`src/rtl/ctrl_decode_stage.sv`:
```
// rtl/ctrl_decode_stage.sv - registered decode control stage with D/E pipeline register
// Decodes opcode/fun in D and sequences multi-cycle multiplies by stalling the front-end.
module ctrl_decode_stage #(
   parameter int ALU_CTRL_W = 4,
   parameter int MUL_CYCLES = 3,
   parameter int TARGET_W   = 26
) (
   input  logic                  clk,
   input  logic                  rst_n,
   input  logic                  valid_D,
   input  logic [5:0]            opcode_D,
   input  logic [5:0]            fun_D,
   input  logic [TARGET_W-1:0]   target_D,
   input  logic                  stall_E,
   input  logic                  flush_E,
   output logic                  stall_D,
   output logic                  valid_E,
   output logic                  Jump_E,
   output logic                  Branch_E,
   output logic                  Branch_ne_E,
   output logic                  RegW_enable_E,
   output logic                  Extend_enable_E,
   output logic                  ALU_src_E,
   output logic [ALU_CTRL_W-1:0] ALU_control_E,
   output logic                  Mem_Write_E,
   output logic                  Result_src_E,
   output logic [TARGET_W-1:0]   target_E,
   output logic                  illegal_E
);

   localparam logic [5:0] OP_R    = 6'b110000;
   localparam logic [5:0] OP_LW   = 6'b100000;
   localparam logic [5:0] OP_SW   = 6'b100001;
   localparam logic [5:0] OP_BEQ  = 6'b100010;
   localparam logic [5:0] OP_BNE  = 6'b100011;
   localparam logic [5:0] OP_ADDI = 6'b100100;
   localparam logic [5:0] OP_ANDI = 6'b100101;
   localparam logic [5:0] OP_ORI  = 6'b100110;
   localparam logic [5:0] OP_SLTI = 6'b100111;
   localparam logic [5:0] OP_J    = 6'b000000;
   localparam logic [5:0] FUN_MUL = 6'h06;
   localparam logic [5:0] FUN_MAX = 6'h0D;

   localparam logic [ALU_CTRL_W-1:0] ALU_AND = ALU_CTRL_W'(0);
   localparam logic [ALU_CTRL_W-1:0] ALU_OR  = ALU_CTRL_W'(1);
   localparam logic [ALU_CTRL_W-1:0] ALU_ADD = ALU_CTRL_W'(4);
   localparam logic [ALU_CTRL_W-1:0] ALU_SUB = ALU_CTRL_W'(5);
   localparam logic [ALU_CTRL_W-1:0] ALU_SLT = ALU_CTRL_W'(7);

   localparam bit         MUL_MULTI = (MUL_CYCLES > 1);
   localparam logic [3:0] CNT_INIT  = 4'(MUL_CYCLES - 1);

   typedef struct packed {
      logic                  valid;
      logic                  jump;
      logic                  branch;
      logic                  branch_ne;
      logic                  regw;
      logic                  ext;
      logic                  alu_src;
      logic [ALU_CTRL_W-1:0] alu;
      logic                  mem_write;
      logic                  result_src;
      logic [TARGET_W-1:0]   target;
      logic                  illegal;
   } ctrl_t;

   typedef enum logic {S_IDLE, S_MUL} state_t;

   ctrl_t      dec;
   ctrl_t      ctrl_d, ctrl_q;
   state_t     state_d, state_q;
   logic [3:0] cnt_d, cnt_q;
   logic       mul_dec;

   always_comb begin
      dec = '0;
      if (valid_D) begin
         dec.valid = 1'b1;
         case (opcode_D)
            OP_R: begin
               if (fun_D <= FUN_MAX) begin
                  dec.regw = 1'b1;
                  dec.alu  = ALU_CTRL_W'(fun_D);
               end else begin
                  dec.illegal = 1'b1;
               end
            end
            OP_LW: begin
               dec.regw       = 1'b1;
               dec.ext        = 1'b1;
               dec.alu_src    = 1'b1;
               dec.alu        = ALU_ADD;
               dec.result_src = 1'b1;
            end
            OP_SW: begin
               dec.ext       = 1'b1;
               dec.alu_src   = 1'b1;
               dec.alu       = ALU_ADD;
               dec.mem_write = 1'b1;
            end
            OP_BEQ, OP_BNE: begin
               dec.branch    = 1'b1;
               dec.branch_ne = opcode_D[0];
               dec.ext       = 1'b1;
               dec.alu       = ALU_SUB;
            end
            OP_ADDI, OP_SLTI: begin
               dec.regw    = 1'b1;
               dec.ext     = 1'b1;
               dec.alu_src = 1'b1;
               dec.alu     = (opcode_D == OP_ADDI) ? ALU_ADD : ALU_SLT;
            end
            // Logical immediates are zero-extended.
            OP_ANDI, OP_ORI: begin
               dec.regw    = 1'b1;
               dec.alu_src = 1'b1;
               dec.alu     = (opcode_D == OP_ANDI) ? ALU_AND : ALU_OR;
            end
            OP_J: begin
               dec.jump   = 1'b1;
               dec.target = target_D;
            end
            default: dec.illegal = 1'b1;
         endcase
      end
   end

   assign mul_dec = valid_D && (opcode_D == OP_R) && (fun_D == FUN_MUL);
   assign stall_D = (state_q == S_MUL);

   always_comb begin
      state_d = state_q;
      cnt_d   = cnt_q;
      case (state_q)
         S_IDLE: begin
            if (MUL_MULTI && mul_dec && !stall_E && !flush_E) begin
               state_d = S_MUL;
               cnt_d   = CNT_INIT;
            end
         end
         S_MUL: begin
            if (flush_E) begin
               state_d = S_IDLE;
               cnt_d   = 4'd0;
            end else if (!stall_E) begin
               cnt_d = cnt_q - 4'd1;
               if (cnt_q == 4'd1) state_d = S_IDLE;
            end
         end
         default: begin
            state_d = S_IDLE;
            cnt_d   = 4'd0;
         end
      endcase
   end

   // Flush beats stall; a running multiply holds E just like a downstream stall.
   always_comb begin
      ctrl_d = ctrl_q;
      if (flush_E)                           ctrl_d = '0;
      else if (!stall_E && state_q == S_IDLE) ctrl_d = dec;
   end

   always_ff @(posedge clk or negedge rst_n) begin
      if (!rst_n) begin
         ctrl_q  <= '0;
         state_q <= S_IDLE;
         cnt_q   <= 4'd0;
      end else begin
         ctrl_q  <= ctrl_d;
         state_q <= state_d;
         cnt_q   <= cnt_d;
      end
   end

   assign valid_E         = ctrl_q.valid;
   assign Jump_E          = ctrl_q.jump;
   assign Branch_E        = ctrl_q.branch;
   assign Branch_ne_E     = ctrl_q.branch_ne;
   assign RegW_enable_E   = ctrl_q.regw;
   assign Extend_enable_E = ctrl_q.ext;
   assign ALU_src_E       = ctrl_q.alu_src;
   assign ALU_control_E   = ctrl_q.alu;
   assign Mem_Write_E     = ctrl_q.mem_write;
   assign Result_src_E    = ctrl_q.result_src;
   assign target_E        = ctrl_q.target;
   assign illegal_E       = ctrl_q.illegal;

endmodule
```
`config.mk`:
```
export PLATFORM = sky130hd
export DESIGN_NAME = ctrl_decode_stage
export DESIGN_NICKNAME = d
export VERILOG_FILES = /design/src/rtl/ctrl_decode_stage.sv
export SDC_FILE = /design/constraint.sdc
export NUM_CORES = 1
export LEC_CHECK = 0
export ABC_AREA = 1
export BUFFER_PORTS_ARGS = -buffer_cell sky130_fd_sc_hd__buf_2
export CAP_MARGIN = 40
export CORE_MARGIN = 2
export CORE_UTILIZATION = 42
export DETAILED_ROUTE_END_ITERATION = 16
export PLACE_DENSITY = 0.79
export REMOVE_ABC_BUFFERS = 1
export SYNTH_ARGS = -nofsm -noshare
export SYNTH_HDL_FRONTEND = slang
export SYNTH_SLANG_ARGS = --single-unit
export TNS_END_PERCENT = 5
```
`constraint.sdc`:
```
create_clock -name clk -period 1.8 [get_ports clk]
set_input_delay 0.27 -clock clk [delete_from_list [all_inputs] [get_ports clk]]
set_output_delay 0.27 -clock clk [all_outputs]
set_load 0.03 [all_outputs]
```
Word-level counts from Yosys, hierarchy flattened

Cells that the tools add are included.
W data, S select, Z words.

Output and inout bits: 41
Bits in latches: 0
Word-level logic and storage cells: 75
Bits in read-only memories: 0
Input bits: 43
Memory bits (writable): 0
Memories: 0
Bits in registers: 45

Reductions and logical operators: 18
Multiply operators: 0
Add/subtract/negate cells: 1
Order comparisons: 1
Divide/modulo/power cells: 0
Bitwise gates (word level): 1
Mux-type cells: 27
Shift-type cells: 0
Equality and inequality tests: 13

Operator list:

| cell                  | number |
|---|---|
| $mux W40              | 3 |
| $eq A6 B6 Y1 const B  | 9 |
| $mux W26              | 1 |
| $pmux W4 S5           | 1 |
| $mux W4               | 4 |
| $mux W1               | 12 |
| $reduce_or A6 Y1      | 2 |
| $reduce_or A9 Y1      | 1 |
| $pmux W4 S2           | 1 |
| $reduce_or A2 Y1      | 4 |
| $eq A6 B3 Y1 const B  | 1 |
| $le A6 B4 Y1 const B  | 1 |
| $logic_not A6 Y1      | 1 |
| $pmux W1 S2           | 3 |
| $logic_and A1 B1 Y1   | 5 |
| $reduce_or A5 Y1      | 1 |
| $eq A4 B1 Y1 const B  | 1 |
| $mux W2               | 2 |
| $sub A4 B1 Y4 const B | 1 |
| $ne A3 B3 Y1 const B  | 1 |
| $logic_not A1 Y1      | 2 |
| $ne A2 B2 Y1 const B  | 1 |
| $reduce_and A2 Y1     | 1 |
| $reduce_bool A2 Y1    | 1 |
| $not A1 Y1            | 1 |

Longest topological paths before layout

Depth after elaboration: 7
Gate-level depth with buffers: 8
Gate-level depth less buffers: 8

Worst setup path before layout

OpenSTA, ideal clock, no wires.

Kind: reg-to-reg
From: reg state_q, in the netlist stall_D
To: reg ctrl_q (netlist bit target_E[10])
Buffers on the path: 1
Library setup time: 74 ps
Data arrival time: 1305 ps
Path slack: 421 ps
Cell stages (with the launch flop): 7
Cell sequence: dfrtp_1 -> nor2_2 -> nand3_2 -> inv_4 -> nand3_4 -> buf_6 -> o21ai_2

Word-level cells in the longest chain between the ends: 3

RTL lines:

| what                         | RTL line | RTL |
|---|---|---|
| start: declaration           | 72       | `state_t state_d, state_q;` |
| start signal: assignment     | 172      | `state_q <= state_d;` |
| $not A1 Y1                   | -        |  |
| $logic_and A1 B1 Y1          | 162      | `else if (!stall_E && state_q == S_IDLE) ctrl_d = dec;` |
| $reduce_bool A2 Y1 (no line) | -        |  |
| end signal: assignment       | 171      | `ctrl_q <= ctrl_d;` |
| end: declaration             | 71       | `ctrl_t ctrl_d, ctrl_q;` |

Every way passes these cells.
A chain may end at the register's enable or synchronous reset.

Worst setup path after layout

From: reg state_q, in the netlist stall_D
To: reg ctrl_q (netlist bit target_E[11])

Same word-level chain as after synthesis.

==> metrics.md <==
| Metric | Value |
|---|---|
| Status | finished clean |
| Maximum clock rate | 611 MHz |
| Cell mode on critical path | nand3_2 |
| Post-route insts no fill | just under 400 |
| Top-count cell post-synth | nand2_1 |
| Initial Util | 0.440 |
| Kind of cell adding the most delay to the critical path | simple AND/OR/NAND/NOR gates |
| Crit path from | stall_D$_DFF_PN0_ |
| Area leader, netlist | dfrtp_1 |
| VDD IR-drop max | 0.324 mV |
| Area growth, synth to finish | 29.3% |
| Crit Path Max Fanout | 13 |
| Top post-synthesis cells by area | dfrtp_1, nand2_1, o21ai_2, inv_1, nand3_1 |
| CORE AREA | 4750 um^2 |
| Share of layout cells above drive strength 1 | 0.358 |
| Post-synth EDFFs | 0 |
| Post-layout total power | approximately 0.0019 W |
| I/O Buffers | 83 |
| Top-area cell type share of the netlist area | 0.538 |
| Number of synthesized register bits | 45 |
| Flop2flop setup slack | between 150 and 200 ps |
| H-tree lvl count | 2 |
| Leakage | 1.64 nW |
| Diodes inserted | 0 |
| Die width | roughly 75 um |
| Worst hold-check path type | primary input to flip-flop |
| Clock tree sinks | 45 |
| # rows | 25 |
| Gr ovfl total | 0 |
| FF-to-FF Start | stall_D$_DFF_PN0_ |
| Post-route ant nets | 0 |
| Ys Warns | 0 |
| CTS tree | yes |
| Final HPWL DP | 3300 um |
| Type of the worst setup path | flip-flop to flip-flop |
| Required time of the worst setup path | just over 2000 ps |
| FF-to-FF End | target_E[11]$_DFFE_PN0P_ |
| Worst skew pair latency | just under 300 ps |
| Min Tclk post-route | between 1500 and 2000 ps |
| CP arrival | 1850 ps |
| CP Capture Point | target_E[11]$_DFFE_PN0P_ |
| Buffer and inverter count on the worst path | 1 |
| CP Launch Type | flip-flop |
| First-pass GRT wire length | 7550 um |
| Pwr/cell area | around 710 nW/um^2 |
| Total GRT Usage | 0.177 |
| DR vias/cell | around 4.6 |
| Die area | about 5600 um^2 |
| Initial DRC Count | slightly above 100 |
| Max cap viols | 0 |
| Mean Syn Cell Area | a little under 9 um^2 |
| Routed via count | about 1800 |
| Slew HR | 0.630 |
| Worst Tran Pin Value | 549 ps |
| Postcts setup bufs | 0 |
| Detailed-route wire length | 4650 um |
| Worst setup EP type | flip-flop |
| Pin count of the biggest net entering global routing | between 40 and 50 |
| CTS buffer count | 5 |
| WL/cell | roughly 12 um |
| Clk slew on worst S/H paths | approximately 80 ps |
| CP max stage delay | 430 ps |
| Final setup viols | 0 |
| Post-synthesis sequential area ratio | 0.538 |
| Stages on worst setup path | 5 |
| # IOs | between 80 and 90 |
| Initial antenna violation count | 0 |
| DP Cell Count | 388 |
| DR pass1 iterations | 5 |
| Synth cell count leaders | nand2_1, dfrtp_1, inv_1 |
| Max Slew Vio Count | 0 |
| Vias in the first global route | ~1800 |
| Distinct cells, synth | 23 |
| Die Ht | ~75 um |
| RSZ-0062 raised after global routing | no |
| Critical Path, Cell by Cell | nor2_2 -> nand3_2 -> inv_4 -> nand3_2 -> o21ai_2 |
| # DRC | 0 |
| CP max-delay cell | dfrtp_1 |
| Final Hold Fails | 0 |
| Reg2reg path depth | 5 |
| Skew final | between 3 and 4 ps |
| Number of nets in the layout | roughly 380 |
| Async S/R FF share, synth | 1.00 |
| Final period util | 0.910 |
| CTS root buf | clkbuf_8 |
| Main synth FF type | dfrtp_1 |
| Post-Synthesis Cells | roughly 240 |
| RD Place Congestion | roughly 0.86 |
| Clk buf depth | 2 |
| Mapped Area | 2090 um^2 |
[where the power goes]
group          switching (W)  leakage (nW)  internal [W]
logic               0.000104         0.957     0.0000591
clock network       0.000328        0.0540      0.000404
registers         0.00000279         0.627       0.00101
total               0.000435          1.64       0.00148
[logic make-up after synthesis]
family                   Yosys count  share of synthesized area
buffers and inverters             49                     0.0974
AO/OA/AOI/OAI                     36                      0.121
AND/OR/NAND/NOR                  108                      0.223
adder cells (fa/ha/maj)            2                     0.0120
flip-flops                        45                      0.538
XOR/XNOR                           2                    0.00837
[cell usage in the layout, fill, tap and decap left out]
| master | Yosys | final |
|---|---|---|
| clkbuf_8 | 0 | 5 |
| nor3b_1 | 1 | 1 |
| nand2_1 | 74 | 74 |
| nand3b_1 | 1 | 1 |
| buf_4 | 0 | 1 |
| inv_4 | 1 | 1 |
| a21oi_1 | 1 | 1 |
| inv_1 | 42 | 42 |
| dfrtp_1 | 45 | 45 |
| nand3_1 | 16 | 16 |
| o21ai_0 | 15 | 14 |
| nor2_2 | 1 | 2 |
| nand3_2 | 1 | 2 |
| nor3_1 | 1 | 1 |
| nand3_4 | 1 | 1 |
| buf_2 | 2 | 83 |
| dlygate4sd3_1 | 0 | 1 |
| nor2_1 | 10 | 9 |
| a21o_1 | 1 | 1 |
| ha_1 | 2 | 2 |
| nor2_4 | 1 | 1 |
| buf_12 | 0 | 1 |
| nand4_1 | 1 | 1 |
| clkinv_2 | 0 | 1 |
| o21ai_2 | 19 | 19 |
| xor2_1 | 2 | 2 |
| o21ai_1 | 0 | 1 |
| bufinv_16 | 0 | 1 |
[worst register-to-register path: cells and delay by family (launching register included)]
kind	cells	cell delay (ps)
AO/OA/AOI/OAI	1	240
AND/OR/NAND/NOR	3	710
flip-flops	1	430
buffers and inverters	1	170
[how the worst min path moves through the flow]
stage | slack (ps) | endpoint | start | depth (start not counted)
2_1_floorplan | -30 | ALU_control_E[0]$_DFFE_PN0P_ | rst_n | 0
3_3_place_gp | 270 | Result_src_E$_DFFE_PN0P_ | rst_n | 1
3_5_place_dp | 280 | Result_src_E$_DFFE_PN0P_ | rst_n | 1
4_1_cts | 200 | target_E[12]$_DFFE_PN0P_ | target_D[12] | 3
5_1_grt | 200 | target_E[11]$_DFFE_PN0P_ | target_D[11] | 3
6_report | 210 | target_E[12]$_DFFE_PN0P_ | target_D[12] | 3
[stage by stage]
stage / hold slack (ps) / cell area (um^2) / TNS, ps / setup WS (ps) / utilization
5_1_grt: 203 / 2710 / 0 / 25.9 / 0.569
3_3_place_gp: 270 / 2580 / 0 / 212 / 0.543
2_1_floorplan: -25.6 / 2050 / -13870 / -374 / -
4_1_cts: 202 / 2700 / 0 / 52.4 / 0.567
3_5_place_dp: 283 / 2580 / 0 / 66.9 / 0.543
6_report: 211 / 2710 / 0 / 162 / 0.569
[flip-flops by register name (all words and copies together) (netlist names)]
signal and cells:
Branch_E 1, Extend_enable_E 1, Mem_Write_E 1, ALU_control_E 4
cnt_q 4, Result_src_E 1, Jump_E 1, RegW_enable_E 1
target_E 26, valid_E 1, ALU_src_E 1, stall_D 1
illegal_E 1, Branch_ne_E 1
[timing repair]
action	4_1_cts	5_1_grt
hold endpoints to repair	21	0
hold buffers	1	0
endpoints found under the setup margin	0	5
resized for setup	0	1
[per-layer routing]
layer	wire length [um]	vias to the layer above	track usage	part of all wire
met5	0	-	0	0
met4	47	0	0.0655	0.010
met3	286	5	0.0352	0.062
met2	2390	61	0.314	0.51
met1	1930	835	0.213	0.41
li1	-	922	-	-
[area by class of cell]
type	instances	area, um^2
clock buffers	5	68.8
clock inverters	2	35.0
fillers	477	2050
inverters	43	164
multi-input cells	149	776
flip-flops and latches	45	1130
well taps	67	83.8
repair buffers	86	453
Power figures use the tool's default switching activity.
